--- config.mk ---
export PLATFORM = sky130hd
export DESIGN_NAME = match_sequencer
export DESIGN_NICKNAME = d
export VERILOG_FILES = /design/src/rtl/pong_pkg.sv /design/src/rtl/seg7_decode.sv /design/src/rtl/match_sequencer.sv
export SDC_FILE = /design/constraint.sdc
export NUM_CORES = 1
export LEC_CHECK = 0
export BUFFER_PORTS_ARGS = -buffer_cell sky130_fd_sc_hd__buf_4
export CAP_MARGIN = 20
export CORE_MARGIN = 10
export CORE_UTILIZATION = 63
export CTS_BUF_LIST = sky130_fd_sc_hd__clkbuf_2 sky130_fd_sc_hd__clkbuf_4 sky130_fd_sc_hd__clkbuf_8
export DETAILED_ROUTE_END_ITERATION = 8
export PLACE_DENSITY = 0.9
export REMOVE_ABC_BUFFERS = 1
export SLEW_MARGIN = 20
export SYNTH_ARGS = -nofsm -noshare
export SYNTH_HDL_FRONTEND = slang
export SYNTH_SLANG_ARGS = --single-unit
--- constraint.sdc ---
create_clock -name clk -period 3.3 [get_ports clk]
set_input_delay 0 -clock clk [delete_from_list [all_inputs] [get_ports clk]]
set_output_delay 0 -clock clk [all_outputs]
set_load 0.02 [all_outputs]
--- src/rtl/pong_pkg.sv ---
// Shared encodings for the Pong match sequencer: FSM states, winner codes and serve directions.
// Pure declarations; no logic, no latency, no flow control.
package pong_pkg;

  typedef enum logic [2:0] {
    ST_IDLE      = 3'd0,
    ST_SERVE     = 3'd1,
    ST_PLAY      = 3'd2,
    ST_PAUSED    = 3'd3,
    ST_POINT     = 3'd4,
    ST_GAME_OVER = 3'd5
  } state_t;

  localparam logic [1:0] WIN_NONE  = 2'b00;
  localparam logic [1:0] WIN_LEFT  = 2'b01;
  localparam logic [1:0] WIN_RIGHT = 2'b10;

  localparam logic SERVE_LEFT  = 1'b0;
  localparam logic SERVE_RIGHT = 1'b1;

endpackage

--- src/rtl/seg7_decode.sv ---
// Decimal digit to active-low 7-segment pattern (bit order gfedcba); non-digits blank.
// Combinational, zero latency; no flow control.
module seg7_decode (
  input  logic [3:0] digit,
  output logic [6:0] seg_n
);

  always_comb begin
    seg_n = 7'b1111111;
    case (digit)
      4'd0: seg_n = 7'b1000000;
      4'd1: seg_n = 7'b1111001;
      4'd2: seg_n = 7'b0100100;
      4'd3: seg_n = 7'b0110000;
      4'd4: seg_n = 7'b0011001;
      4'd5: seg_n = 7'b0010010;
      4'd6: seg_n = 7'b0000010;
      4'd7: seg_n = 7'b1111000;
      4'd8: seg_n = 7'b0000000;
      4'd9: seg_n = 7'b0010000;
      default: seg_n = 7'b1111111;
    endcase
  end

endmodule

--- src/rtl/match_sequencer.sv ---
// Pong match controller: idle/serve/play/pause/point/game-over FSM with scores; optional hex digits via MATCH_SEQ_HEX_EN.
// All outputs registered, one clk after the causing sample; no backpressure, pulses act in the cycle they arrive.
module match_sequencer
  import pong_pkg::*;
#(
  parameter int WIN_SCORE    = 7,
  parameter int SCORE_W      = 4,
  parameter int SERVE_FRAMES = 60,
  parameter int POINT_FRAMES = 90
) (
  input  logic               clk,
  input  logic               rst_n,
  input  logic               frame_tick,
  input  logic               start,
  input  logic               pause,
  input  logic               miss_left,
  input  logic               miss_right,
  output logic               logic_run,
  output logic               serve_req,
  output logic               serve_dir,
  output logic [SCORE_W-1:0] score_left,
  output logic [SCORE_W-1:0] score_right,
  output logic [1:0]         winner,
  output logic [2:0]         state
`ifdef MATCH_SEQ_HEX_EN
  ,
  output logic [6:0]         hex_left,
  output logic [6:0]         hex_right
`endif
);

  localparam int CNT_MAX = (SERVE_FRAMES > POINT_FRAMES) ? SERVE_FRAMES : POINT_FRAMES;
  localparam int CNT_W   = $clog2(CNT_MAX + 1);

  localparam logic [SCORE_W-1:0] WIN        = SCORE_W'(WIN_SCORE);
  localparam logic [SCORE_W-1:0] SCORE_ONE  = SCORE_W'(1);
  localparam logic [CNT_W-1:0]   SERVE_LOAD = CNT_W'(SERVE_FRAMES);
  localparam logic [CNT_W-1:0]   POINT_LOAD = CNT_W'(POINT_FRAMES);
  localparam logic [CNT_W-1:0]   CNT_ONE    = CNT_W'(1);

  state_t           st;
  logic [CNT_W-1:0] cnt;
  logic             start_low_q;
  logic             start_rise;

  // Remembering "start was low" rather than the last start value means a start
  // held high across reset release never looks like an edge.
  assign start_rise = start & start_low_q;
  assign state      = st;

  always_ff @(posedge clk or negedge rst_n) begin
    if (!rst_n) begin
      st          <= ST_IDLE;
      logic_run   <= 1'b0;
      serve_req   <= 1'b0;
      serve_dir   <= SERVE_RIGHT;
      score_left  <= '0;
      score_right <= '0;
      winner      <= WIN_NONE;
      cnt         <= '0;
      start_low_q <= 1'b0;
    end else begin
      start_low_q <= ~start;
      serve_req   <= 1'b0;
      case (st)
        ST_IDLE, ST_GAME_OVER: begin
          if (start_rise) begin
            score_left  <= '0;
            score_right <= '0;
            winner      <= WIN_NONE;
            serve_dir   <= SERVE_RIGHT;
            cnt         <= SERVE_LOAD;
            st          <= ST_SERVE;
          end
        end
        ST_SERVE: begin
          if (frame_tick) begin
            if (cnt == CNT_ONE) begin
              st        <= ST_PLAY;
              logic_run <= 1'b1;
              serve_req <= 1'b1;
            end else begin
              cnt <= cnt - CNT_ONE;
            end
          end
        end
        ST_PLAY: begin
          if (miss_left || miss_right) begin
            st        <= ST_POINT;
            logic_run <= 1'b0;
            cnt       <= POINT_LOAD;
            // A simultaneous double miss is a dead ball: no score, serve side kept.
            if (miss_left && !miss_right) begin
              score_right <= (score_right == WIN) ? WIN : score_right + SCORE_ONE;
              serve_dir   <= SERVE_LEFT;
            end else if (miss_right && !miss_left) begin
              score_left <= (score_left == WIN) ? WIN : score_left + SCORE_ONE;
              serve_dir  <= SERVE_RIGHT;
            end
          end else if (pause) begin
            st        <= ST_PAUSED;
            logic_run <= 1'b0;
          end
        end
        ST_PAUSED: begin
          if (!pause) begin
            st        <= ST_PLAY;
            logic_run <= 1'b1;
          end
        end
        ST_POINT: begin
          if (frame_tick) begin
            if (cnt == CNT_ONE) begin
              if (score_left == WIN) begin
                st     <= ST_GAME_OVER;
                winner <= WIN_LEFT;
              end else if (score_right == WIN) begin
                st     <= ST_GAME_OVER;
                winner <= WIN_RIGHT;
              end else begin
                st  <= ST_SERVE;
                cnt <= SERVE_LOAD;
              end
            end else begin
              cnt <= cnt - CNT_ONE;
            end
          end
        end
        default: begin
          st        <= ST_IDLE;
          logic_run <= 1'b0;
        end
      endcase
    end
  end

`ifdef MATCH_SEQ_HEX_EN
  logic [6:0] seg_left_n;
  logic [6:0] seg_right_n;

  seg7_decode u_seg_left (
    .digit (4'(score_left % SCORE_W'(10))),
    .seg_n (seg_left_n)
  );

  seg7_decode u_seg_right (
    .digit (4'(score_right % SCORE_W'(10))),
    .seg_n (seg_right_n)
  );

  assign hex_left  = (st == ST_IDLE) ? 7'b1111111 : seg_left_n;
  assign hex_right = (st == ST_IDLE) ? 7'b1111111 : seg_right_n;
`endif

endmodule

==> results_dict.tcl <==
set metrics [dict create \
    vias 1442 \
    startpoint "state[0]" \
    cts_tree "done" \
    drt_first_pass_iters 5 \
    die_y_microns 69.49 \
    crit_family "simple AND/OR/NAND/NOR gates" \
    setup_viol_count_final 0 \
    endpoint "cnt[1]" \
    synth_area_leaders "dfrtp_1, a21oi_1, ha_1" \
    h-tree-depth 1 \
    cp_num_buf_inv 0 \
    dp_hpwl_microns 2764 \
    clk_pin_slew_ns 0.13 \
    cp_slowest_cell "dfrtp_1" \
    stdcell_count 220 \
    max_slew_margin_pct 59.59 \
    yosys.area.top_type "dfrtp_1" \
    wl_microns 3888 \
    gr-total-overflow 0 \
    drc 0 \
    vias_per_cell 6.555 \
    cts-root-buf "clkbuf_4" \
    layout.nets 207 \
    core_sq_um 2276 \
    status "complete, no violations" \
    dp_cells 213 \
    min_period_ns 2.585 \
    timing.fmax_ghz 0.3868 \
    r2r_end "cnt[1]" \
    final_area_sq_um 1773 \
    irDropWorstVdd_v 0.0005649 \
    synth_top_area_share_pct 37.31 \
    grt_pass1_vias 1405 \
    fillers 165 \
    initialDrtViolationCount 153 \
    cts_buffers 3 \
    maxCapViolCount 0 \
    clock_latency_ns 0.32 \
    tightestPinTransition_ns 0.6062 \
    cp-end-kind "flop" \
    cts.sinks 24 \
    rr_startpoint "state[0]" \
    grt_pass1_wl_microns 6831 \
    r2r_slack_ns 0.71 \
    die_width_microns 69.49 \
    final.setup.tns_ns 0 \
    antenna_found_initial 0 \
    r2r_cells 4 \
    initial_utilization_pct 67.78 \
    grt_max_degree 25 \
    pin_count 23 \
    n_antenna_cell 0 \
    ys.flop_type "dfrtp_1" \
    dpl-instance-area_sq_um 1707 \
    total_power_mw 1.376 \
    skew_ns 0.005535 \
    yosysUniqueCellTypes 50 \
    port_buffers 22 \
    ys_async_sr_fraction_pct 100.0 \
    ctsResizeCount 0 \
    wl_per_cell_microns 17.67 \
    worst-path-stages 4 \
    ys_warn_count 0 \
    synth_seq_cells 24 \
    worstPathMaxFanout 18 \
    layout_common_cells "dfrtp_1, buf_4, a21oi_1" \
    die-area_sq_um 4828 \
    area_growth_pct 14.92 \
    p_leak_nw 0.7967 \
    hold_path_class "input port to flop" \
    cp_cell_sequence "nor3b_1, nor3_1, o311ai_4, mux2_2" \
    syn-cell-area_sq_um 1543 \
    hold_violations 0 \
    cp_data_required_time_ns 3.52 \
    synth_edf_count 0 \
    rsz0062_at_grt "false" \
    crit_type "flop to flop" \
    startpoint_type "flop" \
    clock_tree.buffer_depth 2 \
    num_rows 17 \
    gp_congestion 0.8073 \
    synth_cells 171 \
    ant_nets 0 \
    slew_violations 0 \
    max_stage_delay_ns 0.70 \
    fin_crit_sh_pct 78.35 \
    cp.arrival_ns 2.81 \
    fin_util_pct 77.90 \
    drive_gt1_share_pct 18.75 \
    seq_area_frac_synth_pct 39.01 \
    track_usage_pct 16.42 \
    powerDensity_nw_per_um2 776.3 \
    avgSynthCellArea_sq_um 9.022 \
]
## power breakdown
group          switching, mW  leakage (nW)  internal (mW)  total (mW)
clock                 0.0913        0.0210         0.0676       0.159
combinational          0.436         0.469          0.295       0.731
sequential             0.126         0.306          0.360       0.486
total                  0.654         0.797          0.723        1.38
## state kept, by name (all words and copies together), names as in the netlist, 2 cells and up
register	count
cnt	7
score_left	4
state	3
winner	2
score_right	4
## synth_stat cells, types with 3 or more instances
| master | instances |
|---|---|
| clkbuf_1 | 4 |
| o22a_1 | 3 |
| nand2b_1 | 4 |
| dfrtp_1 | 23 |
| o21ai_0 | 12 |
| nand3b_1 | 3 |
| nor3_1 | 5 |
| nor2_1 | 8 |
| a21oi_1 | 19 |
| a21o_1 | 3 |
| nand2_1 | 9 |
| ha_1 | 7 |
| inv_1 | 14 |
| nand3_1 | 4 |
| a22oi_1 | 3 |
| o22ai_1 | 3 |
## metal layers
layer | up-vias | GRT usage (%) | wire length [microns] | part of all wire, %
li1 | 670 | - | - | -
met1 | 693 | 19.93 | 1596 | 41
met2 | 68 | 25.60 | 1874 | 48
met3 | 11 | 5.421 | 330 | 8.5
met4 | 0 | 7.317 | 87 | 2.2
met5 | - | 0 | 0 | 0
## through the flow
stage	hold slack, ns	setup slack (ns)
finish	0.05245	0.7146
global route	0.07492	0.5654
CTS	0.05428	0.7958
detailed placement	-0.08211	0.8819
global placement	-0.08829	0.9922
floorplan	-0.2956	1.068
## worst min-delay path: stages
cell	delay, ns
buf_4	0.12
o21ai_0	0.16
a211oi_1	0.08
## how the worst min path moves through the flow
| stage | startpoint | end | depth (start not counted) |
|---|---|---|---|
| 2_1_floorplan | rst_n | cnt[0] | 0 |
| 3_3_place_gp | rst_n | logic_run | 1 |
| 3_5_place_dp | rst_n | logic_run | 1 |
| 4_1_cts | pause | state[1] | 3 |
| 5_1_grt | pause | state[1] | 3 |
| 6_report | pause | state[1] | 3 |
## kinds of logic after synthesis
family | synth area share (%)
compound gates | 29.36
simple gates | 18.25
flops | 39.01
buf+inv | 6.245
fa+ha+maj | 5.677
mux | 1.460
## timing repair
item / 4_1_cts / 5_1_grt
endpoints found under the hold margin: 26 / 0
setup endpoints to repair: 0 / 0
hold buffers: 3 / 0
buffers inserted: 0 / 0
## layout make-up
| cell class | instances | area (sq um) | share of cell area (%) |
|---|---|---|---|
| multi-input combinational | 124 | 844.6 | 47.64 |
| sequential | 24 | 601.8 | 33.94 |
| timing repair buffer | 26 | 202.7 | 11.43 |
| inverter | 14 | 52.55 | 2.964 |
| clock buffer | 4 | 36.28 | 2.047 |
| tap | 28 | 35.03 | 1.976 |
Note: power is estimated with default switching activity, not from simulation.
